**config.mk**
```make
export PLATFORM = sky130hd
export DESIGN_NAME = uart_tx_fifo
export DESIGN_NICKNAME = d
export VERILOG_FILES = /design/src/rtl/uart_tx_fifo.sv
export SDC_FILE = /design/constraint.sdc
export NUM_CORES = 1
export LEC_CHECK = 0
export ABC_AREA = 1
export ABC_CLOCK_PERIOD_IN_PS = 6800
export BUFFER_PORTS_ARGS = -buffer_cell sky130_fd_sc_hd__buf_2
export CORE_MARGIN = 2
export CORE_UTILIZATION = 65
export DETAILED_ROUTE_END_ITERATION = 8
export PLACE_DENSITY = 0.84
export SLEW_MARGIN = 10
export SYNTH_ARGS = -nofsm -noshare
export SYNTH_HDL_FRONTEND = slang
export SYNTH_SLANG_ARGS = --single-unit
```
**constraint.sdc**
```tcl
create_clock -name clk_i -period 6.8 [get_ports clk_i]
set_clock_uncertainty 0.2 [all_clocks]
set_input_delay 1.7 -clock clk_i [delete_from_list [all_inputs] [get_ports clk_i]]
set_output_delay 1.7 -clock clk_i [all_outputs]
set_load 0.01 [all_outputs]
```
**src/rtl/uart_tx_fifo.sv**
```systemverilog
// uart_tx_fifo: FIFO-buffered 8N1 UART transmitter; define UART_TX_PARITY_EN to add an even-parity bit
module uart_tx_fifo #(
  parameter int BAUD_DIV   = 868,
  parameter int FIFO_DEPTH = 16
) (
  input  logic       clk_i,
  input  logic       rst_i,
  input  logic       tx_we_i,
  input  logic [7:0] din_i,
  input  logic       tx_en_i,
  output logic       tx_bit_o,
  output logic       empty_o,
  output logic       full_o,
  output logic       busy_o
);
  localparam int AW = $clog2(FIFO_DEPTH);
  localparam int CW = $clog2(BAUD_DIV);
  localparam logic [CW-1:0] BMAX = CW'(BAUD_DIV - 1);
`ifdef UART_TX_PARITY_EN
  typedef enum logic [2:0] {IDLE, START, DATA, PARITY, STOP} state_t;
  logic par_q, par_d;
`else
  typedef enum logic [1:0] {IDLE, START, DATA, STOP} state_t;
`endif
  state_t        state_q, state_d;
  logic [7:0]    mem_q [FIFO_DEPTH];
  logic [AW-1:0] wr_q, rd_q;
  logic [AW:0]   fcnt_q;
  logic [CW-1:0] bc_q, bc_d;
  logic [2:0]    idx_q, idx_d;
  logic [7:0]    sh_q, sh_d;
  logic          tx_q, tx_d;
  logic          push, pop, last;
  assign empty_o  = fcnt_q == '0;
  assign full_o   = fcnt_q == (AW+1)'(FIFO_DEPTH);
  assign busy_o   = state_q != IDLE;
  assign tx_bit_o = tx_q;
  assign push     = tx_we_i & ~full_o;
  assign pop      = (state_q == IDLE) & tx_en_i & ~empty_o;
  assign last     = bc_q == '0;
  // FIFO storage; contents are not reset, the cleared pointers make them invisible
  always_ff @(posedge clk_i) begin
    if (push) mem_q[wr_q] <= din_i;
  end
  // FIFO pointers and occupancy, judged on the pre-edge count
  always_ff @(posedge clk_i or posedge rst_i) begin
    if (rst_i) begin
      wr_q   <= '0;
      rd_q   <= '0;
      fcnt_q <= '0;
    end else begin
      wr_q   <= wr_q + AW'(push);
      rd_q   <= rd_q + AW'(pop);
      fcnt_q <= fcnt_q + (AW+1)'(push) - (AW+1)'(pop);
    end
  end
  // Frame state, baud counter, shift register and registered serial output
  always_ff @(posedge clk_i or posedge rst_i) begin
    if (rst_i) begin
      state_q <= IDLE;
      bc_q    <= '0;
      idx_q   <= '0;
      sh_q    <= '0;
      tx_q    <= 1'b1;
`ifdef UART_TX_PARITY_EN
      par_q   <= 1'b0;
`endif
    end else begin
      state_q <= state_d;
      bc_q    <= bc_d;
      idx_q   <= idx_d;
      sh_q    <= sh_d;
      tx_q    <= tx_d;
`ifdef UART_TX_PARITY_EN
      par_q   <= par_d;
`endif
    end
  end
  // Next-state logic; tx_d is the level the line takes after the coming edge
  always_comb begin
    state_d = state_q;
    bc_d    = last ? BMAX : bc_q - CW'(1);
    idx_d   = idx_q;
    sh_d    = sh_q;
    tx_d    = tx_q;
`ifdef UART_TX_PARITY_EN
    par_d   = par_q;
`endif
    case (state_q)
      IDLE: begin
        bc_d = pop ? BMAX : '0;
        tx_d = ~pop;
        if (pop) begin
          state_d = START;
          sh_d    = mem_q[rd_q];
`ifdef UART_TX_PARITY_EN
          par_d   = ^mem_q[rd_q];
`endif
        end
      end
      START: begin
        if (last) begin
          state_d = DATA;
          idx_d   = '0;
          tx_d    = sh_q[0];
        end
      end
      DATA: begin
        if (last) begin
          sh_d  = sh_q >> 1;
          idx_d = idx_q + 3'd1;
          tx_d  = sh_q[1];
          if (idx_q == 3'd7) begin
`ifdef UART_TX_PARITY_EN
            state_d = PARITY;
            tx_d    = par_q;
`else
            state_d = STOP;
            tx_d    = 1'b1;
`endif
          end
        end
      end
`ifdef UART_TX_PARITY_EN
      PARITY: begin
        if (last) begin
          state_d = STOP;
          tx_d    = 1'b1;
        end
      end
`endif
      STOP: begin
        if (last) begin
          state_d = IDLE;
          tx_d    = 1'b1;
        end
      end
      default: begin
        state_d = IDLE;
        tx_d    = 1'b1;
      end
    endcase
  end
endmodule

```
==> reports/metrics.yaml <==
status:
  status: "complete, no violations"
floorplan:
  initial_utilization: 0.672
  die_h_microns: 110
  die_w_microns: 110
  row_count: 38
  dieArea_sq_um: 12200
  coreArea_sq_um: 10900
  io_pins: 16
routing:
  wl_per_cell_microns: 17.8
  vias: 5112
  drc: 0
  routed_via_density: 5.73
  ant_nets: 0
  wl_mm: 15.9
  first_pass_iters: 9
  drt_iter0_drc: 470
pwr:
  vdd_ir_drop_max_mv: 0.307
  p_per_area_nw_per_um2: 458
  leakage_nw: 3.49
layout:
  drive_gt1_frac: 0.0824
  final_common_cell: "nand2_1"
  final_cells: 892
  post-route-cell-area_sq_um: 8080
  finalNetCount: 771
  antenna_cells: 0
  final_cell_mix: "nand2_1 (239), edfxtp_1 (128), nor2_1 (91)"
  area_growth_syn_to_layout_pct: 9.92
hold_path:
  holdPathStages: 1
  hp-class: "flop to flop"
  min_to: "bc_q[0]$_DFF_PP0_"
  holdCritStartpoint: "bc_q[0]$_DFF_PP0_"
timing:
  post-route-min-period_ns: 3.41
  setup-tns-final_ns: 0
  hold_slack_ns: 0.274
  relSlewSlack: 0.389
  fin_crit_sh: 0.502
  max_freq_mhz: 293
  slew_violations: 0
  hold_viol: 0
  worst_slew_pin_slew_ns: 0.916
  final-setup-viol-count: 0
  rsz0062_at_grt: "false"
setup_path:
  r2r_end: "fcnt_q[4]$_DFF_PP0_"
  cp_max_fo: 4
  rrSetupSlack_ns: 4.02
  cp-start-kind: "flop"
  arrival_ns: 1.51
  crit_type: "flop to output port"
  rr_startpoint: "fcnt_q[2]$_DFF_PP0_"
  rr_worst_depth: 13
  worstSetupEndpointType: "output port"
  crit_required_ns: 4.90
global_route:
  grt_pass1_vias: 5026
  grt_usage: 0.286
  antenna_found_initial: 0
  use_met1: 0.337
  grt_max_degree: 73
  grt_pass1_wl_mm: 24.9
  top_usage_layer: "met2"
  grt.met2_usage: 0.486
  global_route.usage.met3: 0.0711
  overflow: 0
place:
  gp_congestion: 0.869
  portBuffers: 15
  hpwl_mm: 9.69
  dpl_cell_area_sq_um: 7460
  placedCellCount: 860
clocking:
  cts_buffer_depth: 2
  postCtsSetupBuffers: 0
  clk_pin_slew_ns: 0.06
  numCtsBuffers: 17
  cts_resized: 0
  root_buffer: "clkbuf_16"
  numClockSinks: 165
  tritoncts: "yes"
  cts_htree_levels: 4
  cts.hold.buffers_added: 0
  clock_latency_ns: 0.44
logic_synthesis:
  yosys_register_bits: 165
  synthesis.nets: 759
  synth-seq-area-share: 0.649
  synth_top_cell_by_area: "edfxtp_1"
  synth_top_area_share: 0.523
  synthCells: 727
  yosysWarnings: 0
  syn_area_sq_um: 7350
  synth.lib_cells_used.distinct: 31
  avgSynthCellArea_sq_um: 10.1
  ys_top_cells_by_area: "edfxtp_1 (52%), dfrtp_1 (12%), nand2_1 (12%), nor2_1 (4.6%), nand3_1 (4.4%)"
flow_run:
  cap_viol_max_count: 0
[area by class of cell]
class                   count  area [sq um]
fillers                   681          2850
inverters                  68           256
clock inverters            14           184
well taps                 140           175
repair buffers             17          90.1
flip-flops and latches    165          4770
clock buffers              18           439
multi-input cells         470          2170
[per-layer routing]
layer | wire, microns | vias up
met5 | 0 | -
met4 | 568 | 0
li1 | - | 2393
met2 | 8190 | 275
met3 | 1320 | 56
met1 | 5800 | 2388
[critical path, stage by stage, from the launching register on]
cell and delay [ns]:
dfrtp_1 0.41, inv_1 0.11, ha_1 0.25, inv_1 0.15, buf_2 0.16
[worst max-delay path by stage]
stage	slack, ns	cells past startpoint	from	end
after CTS	3.37	4	state_q[0]$_DFFE_PP0P_	busy_o
after detailed placement	3.04	13	tx_en_i	fcnt_q[4]$_DFF_PP0_
after global routing	3.32	5	fcnt_q[2]$_DFF_PP0_	empty_o
after floorplan	3.31	12	tx_en_i	fcnt_q[4]$_DFF_PP0_
after global placement	3.12	13	tx_en_i	fcnt_q[4]$_DFF_PP0_
final	3.39	4	state_q[0]$_DFFE_PP0P_	busy_o
[stage by stage]
| stage | util | total power [mW] | worst slack, ns |
|---|---|---|---|
| 2_1_floorplan | - | 2.38 | 3.31 |
| 3_3_place_gp | 0.682 | 2.59 | 3.12 |
| 3_5_place_dp | 0.682 | 2.66 | 3.04 |
| 4_1_cts | 0.739 | 3.68 | 3.37 |
| 5_1_grt | 0.739 | 3.92 | 3.32 |
| 6_report | 0.739 | 3.70 | 3.39 |
[cells in the mapped netlist]
cell / count
fa_1: 1
nand3_1: 64
dfrtp_1: 36
buf_4: 3
o21ai_0: 14
dfstp_2: 1
or2_2: 1
nor2_4: 2
buf_1: 1
o21ai_1: 2
clkinv_2: 1
nand2_1: 239
xnor2_1: 1
clkinv_1: 2
buf_2: 11
buf_6: 6
o211ai_1: 1
edfxtp_1: 128
o31ai_1: 1
nand4_1: 2
ha_1: 19
inv_2: 4
nor2_1: 91
a21oi_1: 17
a31oi_1: 1
nand3_2: 1
xor2_1: 9
inv_1: 61
clkbuf_1: 3
nor3_1: 1
nand2_2: 3
[registers in the layout (all words and copies together) (netlist names)]
name,flops
mem_q,128
bc_q,10
sh_q,8
fcnt_q,5
rd_q,4
wr_q,4
idx_q,3
state_q,2
tx_bit_o,1
[kinds of logic after synthesis]
group / share of synthesized area
AND/OR/NAND/NOR: 0.222
flip-flops: 0.649
buffers and inverters: 0.0567
AO/OA/AOI/OAI: 0.0254
adder cells (fa/ha/maj): 0.0351
XOR/XNOR: 0.0119
[power breakdown]
part	internal [mW]	switching, mW	total, mW
combinational	0.387	0.911	1.30
clock	0.620	0.381	1.00
sequential	1.28	0.118	1.40
Power figures use the tool's default switching activity.
